<file path="config.mk">
export PLATFORM = sky130hd
export DESIGN_NAME = seq_magnitude_comparator
export DESIGN_NICKNAME = d
export VERILOG_FILES = /design/src/rtl/seq_magnitude_comparator.sv
export SDC_FILE = /design/constraint.sdc
export NUM_CORES = 1
export LEC_CHECK = 0
export BUFFER_PORTS_ARGS = -buffer_cell sky130_fd_sc_hd__buf_2
export CORE_AREA = 2 2 53 55
export DETAILED_ROUTE_END_ITERATION = 12
export DIE_AREA = 0 0 55 57
export HOLD_SLACK_MARGIN = 0.03
export PLACE_DENSITY = 0.78
export SKIP_LAST_GASP = 1
export SLEW_MARGIN = 40
export SYNTH_ARGS = -nofsm -noshare
export SYNTH_HDL_FRONTEND = slang
export SYNTH_SLANG_ARGS = --single-unit
</file>
<file path="constraint.sdc">
create_clock -name clk -period 2 [get_ports clk]
set_input_delay 0.1 -clock clk [delete_from_list [all_inputs] [get_ports clk]]
set_output_delay 0.1 -clock clk [all_outputs]
set_load 0.01 [all_outputs]
</file>
<file path="src/rtl/seq_magnitude_comparator.sv">
// seq_magnitude_comparator
// Bit-serial MSB-first magnitude comparator with a busy/done handshake.
// Operands are captured on an accepted start. The scan stops at the first
// differing bit. The verdict is written to the green/red/blue LEDs, which
// hold their value until the next done pulse.
// Optional build macro: CMP_SIGNED_EN selects two's-complement operands.
// When it is undefined, the comparison is unsigned.
module seq_magnitude_comparator #(
  parameter int WIDTH = 8
) (
  input  logic             clk,
  input  logic             rst,
  input  logic             start,
  input  logic [WIDTH-1:0] a,
  input  logic [WIDTH-1:0] b,
  output logic             busy,
  output logic             done,
  output logic             greenled,
  output logic             redled,
  output logic             blueled
);

  localparam int IDX_W = (WIDTH > 1) ? $clog2(WIDTH) : 1;
  localparam logic [IDX_W-1:0] IDX_MSB = IDX_W'(WIDTH - 1);

  typedef enum logic [1:0] {
    ST_IDLE = 2'd0,
    ST_SCAN = 2'd1,
    ST_DONE = 2'd2
  } state_t;

  state_t           state_reg;
  logic [WIDTH-1:0] a_reg;
  logic [WIDTH-1:0] b_reg;
  logic [IDX_W-1:0] idx_reg;

  logic [WIDTH-1:0] diff_bits;
  logic             bit_diff;
  logic             a_bit;
  logic             b_bit;
  logic             a_gt_next;

  // Per-bit inequality of the captured operands.
  genvar gi;
  generate
    for (gi = 0; gi < WIDTH; gi++) begin : g_diff
      assign diff_bits[gi] = a_reg[gi] ^ b_reg[gi];
    end
  endgenerate

  // Select the bit under scan and decide the ordering if it differs.
  always_comb begin
    bit_diff  = diff_bits[idx_reg];
    a_bit     = a_reg[idx_reg];
    b_bit     = b_reg[idx_reg];
    a_gt_next = a_bit;
`ifdef CMP_SIGNED_EN
    // The sign bit carries negative weight, so its ordering is reversed.
    if (idx_reg == IDX_MSB) begin
      a_gt_next = b_bit;
    end
`endif
  end

  // Control FSM with registered handshake and LED outputs.
  always_ff @(posedge clk) begin
    if (rst) begin
      state_reg <= ST_IDLE;
      a_reg     <= '0;
      b_reg     <= '0;
      idx_reg   <= IDX_MSB;
      busy      <= 1'b0;
      done      <= 1'b0;
      greenled  <= 1'b0;
      redled    <= 1'b0;
      blueled   <= 1'b0;
    end else begin
      case (state_reg)
        ST_IDLE: begin
          if (start) begin
            a_reg     <= a;
            b_reg     <= b;
            idx_reg   <= IDX_MSB;
            busy      <= 1'b1;
            state_reg <= ST_SCAN;
          end
        end
        ST_SCAN: begin
          if (bit_diff) begin
            greenled  <= a_gt_next;
            redled    <= ~a_gt_next;
            blueled   <= 1'b0;
            done      <= 1'b1;
            state_reg <= ST_DONE;
          end else if (idx_reg == '0) begin
            greenled  <= 1'b0;
            redled    <= 1'b0;
            blueled   <= 1'b1;
            done      <= 1'b1;
            state_reg <= ST_DONE;
          end else begin
            idx_reg <= idx_reg - 1'b1;
          end
        end
        ST_DONE: begin
          // Start is ignored here as well; there is no request queuing.
          done      <= 1'b0;
          busy      <= 1'b0;
          idx_reg   <= IDX_MSB;
          state_reg <= ST_IDLE;
        end
        default: begin
          busy      <= 1'b0;
          done      <= 1'b0;
          state_reg <= ST_IDLE;
        end
      endcase
    end
  end

endmodule

</file>
==> impl_metrics.ini, run 1 <==
[yosys]
ys_ff_latch = 26
synth_top_area_frac = 0.416
synth_nets = 166
avgSynthCellArea_um2 = 8.63
synthTopCellsByArea = dfxtp_1 (42%), nand2_1 (11%), a21oi_1 (9.2%)
synth_cell_types = 32
synthesis.area_mm2 = 0.00125
yosys_warnings = 0
synth_largest_area_cell = dfxtp_1
synth_cells = 145
yosysSeqAreaShare = 0.416

[finish]
layout_common_cells = nand2_1 (38), dfxtp_1 (26), a21oi_1 (23), buf_2 (23), dlygate4sd3_1 (16)
final_common_cell = nand2_1
areaGrowthSynthToFinish_pct = 27.0
layoutNonFillerInstCount = 213
fin_nets = 204
drive_above_1_share = 0.192
antenna_cells = 0
final_area_mm2 = 0.00159
final_core_util = 0.608

[floorplan]
dieArea_mm2 = 0.00314
die_h_um = 57
fp.coreArea_mm2 = 0.00262
start_util = 0.478
die_x_um = 55
ios = 24
num_rows = 19

[grt]
antenna_found_initial = 0
grt_pass1_wl_um = 4660
grtUsageTotal = 0.201
grt_pass1_vias = 1077
overflow = 0
grt_max_degree = 25

[drt]
dr_total_vias = 1114
ant_nets = 0
drt_iter0_drc = 22
wl_per_cell_um = 12.8
first_pass_iters = 6
drc = 0
vias_per_cell = 5.23
routed_wl_um = 2720

[timing]
whs_ns = 0.187
setup_viol = 0
finalMaxSlewViolations = 0
max_freq_ghz = 0.520
tightest_slew_ns = 0.563
fin_worst_skew_ns = 0.0147
min_period_over_period = 0.961
layout_setup_ws_ns = 0.0784
slew_headroom = 0.624
hold_viol = 0
rsz0062_at_grt = no
min_period_ns = 1.92
finalSetupTns_ns = 0

[power]
ir_drop_uv = 536
leakagePower_nw = 0.675
power_density_mw_per_mm2 = 740
total_power_mw = 1.18

[clock_network]
root_buffer = clkbuf_4
postCtsSetupRepairBufs = 0
cts_buffers = 3
cts_sinks = 26
clkTransAtPathRegs_ns = 0.15
clock_latency_ns = 0.33
h-tree-depth = 1
cts_tree = yes
clockBufferDepth = 2

[worst_setup_path]
end_kind = register
arrival_ns = 2.17
critPathKind = register to register
rrSetupSlack_ns = 0.08
cp-start-kind = register
cp.required_ns = 2.25
crit_fanout = 6

[placed_design]
port_buffers = 23
pre_cts_ws_ns = 0.0412
post-dp-hpwl_um = 1790
post_dp_cell_area_mm2 = 0.00138
gp_congestion = 0.897
placed_cells = 193

[hold_path]
min_path_type = primary input to register

[run_status]
outcome = completed

[run]
cap_viol_max_count = 0
[layout make-up]
type	count	area [µm²]
Fill cell	234	1030
Clock inverter	1	30.0
Tap cell	31	38.8
Clock buffer	3	22.5
Multi-Input combinational cell	109	683
Timing Repair Buffer	40	283
Inverter	3	11.3
Sequential cell	26	520
[per-layer routing]
metal	up-vias	global-route usage	wire, µm
li1	573	-	-
met1	505	0.270	1200
met2	29	0.327	1380
met3	7	0.0314	89
met4	0	0.0662	49
met5	-	0	0
[logic make-up after synthesis]
logic type / Yosys count / synth area share
adders and majority gates: 2 / 0.0200
xor gates and xnor gates: 8 / 0.0560
buffers and inverters: 10 / 0.0350
AOI/OAI and AO/OA: 34 / 0.159
DFF: 26 / 0.416
and+or+nand+nor: 59 / 0.213
muxes: 6 / 0.101
[report_power, final]
part	internal [mW]	switching, mW	total, mW
Combinational	0.116	0.121	0.236
Clock	0.203	0.160	0.363
Sequential	0.552	0.0253	0.578
Total	0.871	0.306	1.18
[repair_timing]
action                                 4_1_cts  5_1_grt
setup endpoints to repair                    0        3
hold buffers                                16        0
resized for setup                            0        1
endpoints found under the hold margin       16        0
[worst paths after layout]
path / endpoint / cells past startpoint / startpoint
setup / recovery: redled / 5 / idx_reg[1]
hold / removal: b_reg[2] / 2 / rst
setup reg to reg: redled / 5 / idx_reg[1]
hold reg to reg: b_reg[2] / 2 / b_reg[2]
[worst max-delay path: stages (launching register included)]
cell and delay (ns):
dfxtp_1 0.36, inv_1 0.18, mux4_2 0.58, mux2_4 0.32, nand2b_4 0.17, a41o_1 0.23
[cells in the mapped netlist (all sizes together)]
master         instances
nor2                   5
nor2b                  1
and2                   1
clkbuf                 6
or3                    1
a41o                   1
ha                     2
and2b                  1
o31ai                  2
nor3                   2
a21oi                 23
o2111ai                1
o22ai                  1
inv                    3
nand3                  3
mux2i                  1
mux4                   4
a211oi                 1
dfxtp                 26
o21ai                  2
xnor2                  8
nand3b                 1
o32ai                  1
a31oi                  2
clkdlybuf4s15          1
nand2b                 6
nand2                 38
mux2                   1
No activity file was read; power rests on OpenSTA's default activity.
==> run 2: changes to the inputs <==
--- a/config.mk
+++ b/config.mk
@@ -9,6 +9,7 @@
 export CORE_AREA = 2 2 53 55
 export DETAILED_ROUTE_END_ITERATION = 12
 export DIE_AREA = 0 0 55 57
+export GPL_TIMING_DRIVEN = 0
 export HOLD_SLACK_MARGIN = 0.03
 export PLACE_DENSITY = 0.78
 export SKIP_LAST_GASP = 1
==> run 2 against run 1 <==
  * Clock skew fell by 0.013 ns
  * Design area rose by 2.0%
  * Utilization rose by 1.2 points
  * Clock-buffer cell count rose by 1
  * Combinational power rose by 5%
  * Sequential share of layout area fell by 0.66 points
  * Critical endpoint unchanged
  * First-iteration DRC count rose by 23%
  * Global-route usage fell by 0.73 points
==> impl_metrics.ini, run 2 (same netlist as run 1, synthesis figures left out) <==
[finish]
antenna_cells = 0
areaGrowthSynthToFinish_pct = 29.6
final_common_cell = nand2_1
layoutNonFillerInstCount = 221
drive_above_1_share = 0.189
layout_common_cells = nand2_1 (38), dfxtp_1 (26), a21oi_1 (23), buf_2 (23), dlygate4sd3_1 (17)
fin_nets = 212
final_core_util = 0.620

[power]
p_seq_frac = 0.534
p_switching_uw = 301
clkPwrFrac = 0.240
leakagePower_nw = 0.687
p_int_uw = 787
total_power_mw = 1.09
power_frac_comb = 0.226
ir_drop_uv = 576
power_density_mw_per_mm2 = 671
p_sw_frac = 0.277

[hold_path]
whs_endpoint = idx_reg[2]
hold_path_depth = 5
hold_start = start
min_path_type = primary input to register

[drt]
drc = 0
dr_total_vias = 1171
ant_nets = 0
routed_wl_um = 2850
first_pass_iters = 4
wl_per_cell_um = 12.9
drt_iter0_drc = 27
vias_per_cell = 5.30

[worst_setup_path]
arrival_ns = 2.15
end_kind = register
cp_num_buf_inv = 1
critPathKind = register to register
cp.required_ns = 2.23
timing.rr.start = idx_reg[0]
rrSetupSlack_ns = 0.08
cp_slowest_stage_delay_ns = 0.56
worstRegToRegCells = 5
cp-start-kind = register
crit_family = multiplexers
worstPathCellList = inv_2 > mux4_2 > mux2_4 > nand2b_4 > a41o_1
r2r-end = redled
crit_fanout = 6
crit_path_top_delay_cell = mux4_2

[timing]
layout_setup_ws_ns = 0.0782
min_period_over_period = 0.961
finalSetupTns_ns = 0
rsz0062_at_grt = no
setup_viol = 0
finalMaxSlewViolations = 0
slew_headroom = 0.707
fin_worst_skew_ns = 0.00197
min_period_ns = 1.92
tightest_slew_ns = 0.440
hold_viol = 0
max_freq_ghz = 0.520

[grt]
grtUsageTotal = 0.194
grt_pass1_vias = 1085
grt_pass1_wl_um = 4520
overflow = 0
antenna_found_initial = 0
grt_max_degree = 15

[clock_network]
root_buffer = clkbuf_4
cts_tree = yes
cts_sinks = 26
cts_buffers = 3
clockBufferDepth = 2
h-tree-depth = 1
clock_latency_ns = 0.32
clkTransAtPathRegs_ns = 0.13

[floorplan]
start_util = 0.478
fp.coreArea_mm2 = 0.00262
die_h_um = 57
ios = 24
num_rows = 19
dieArea_mm2 = 0.00314
die_x_um = 55

[placed_design]
port_buffers = 23
pre_cts_ws_ns = 0.0306
gp_congestion = 0.801
placed_cells = 199
post-dp-hpwl_um = 1940

[run_status]
outcome = completed

[run]
cap_viol_max_count = 0
run 2: changes by cell type in the layout (fill, tap and decap cells not counted), sizes merged:
cell,change
clkdlybuf4s15,+1
dlygate4sd3,+1
clkbuf,+7
bufinv,-1
run 2: power groups by stage:
stage | clock (mW) | combinational, mW | sequential (mW)
3_3_place_gp | 0 | 0.202 | 0.590
3_5_place_dp | 0 | 0.208 | 0.592
4_1_cts | 0.271 | 0.233 | 0.580
5_1_grt | 0.293 | 0.271 | 0.585
6_report | 0.261 | 0.247 | 0.581
2_1_floorplan | 0 | 0.151 | 0.588
run 2: layer usage:
metal,global-route usage,share of wire,vias up
li1,-,-,592
met1,0.234,0.43,543
met2,0.345,0.52,32
met3,0.0314,0.046,4
met4,0.0523,0.010,0
met5,0,0,-
run 2: repair_timing:
item | 4_1_cts | 5_1_grt
hold buffers | 17 | 0
endpoints found under the setup margin | 0 | 2
hold endpoints to repair | 17 | 0
resized for setup | 0 | 2
setup buffers | 0 | 1
run 2: worst max-delay path by stage:
stage | start | endpoint | cells past startpoint | slack, ns
after floorplan | idx_reg[1] | redled | 5 | 0.18
after global placement | idx_reg[1] | redled | 5 | 0.07
after detailed placement | idx_reg[1] | redled | 5 | 0.03
after CTS | idx_reg[1] | redled | 5 | 0.02
after global routing | idx_reg[0] | redled | 5 | 0.02
final | idx_reg[0] | redled | 5 | 0.08
run 2: worst register-to-register path, stage by stage (launching register included):
cell      delay [ns]
dfxtp_1         0.40
inv_2           0.15
mux4_2          0.57
mux2_4          0.33
nand2b_4        0.17
a41o_1          0.22
run 2: cell type report:
class	count	area (µm²)
buffer	7	32.5
tap	31	38.8
timing repair buffer	41	293
fill	227	993
inverter	3	11.3
sequential	26	520
multi-input combinational	109	689
clock buffer	4	36.3
run 2: metrics by stage:
| stage | hold WS (ns) | instance area (µm²) |
|---|---|---|
| after CTS | 0.273 | 1610 |
| after global placement | 0.341 | 1410 |
| final | 0.286 | 1620 |
| after detailed placement | 0.347 | 1410 |
| after global routing | 0.303 | 1620 |
| after floorplan | 0.179 | 1250 |
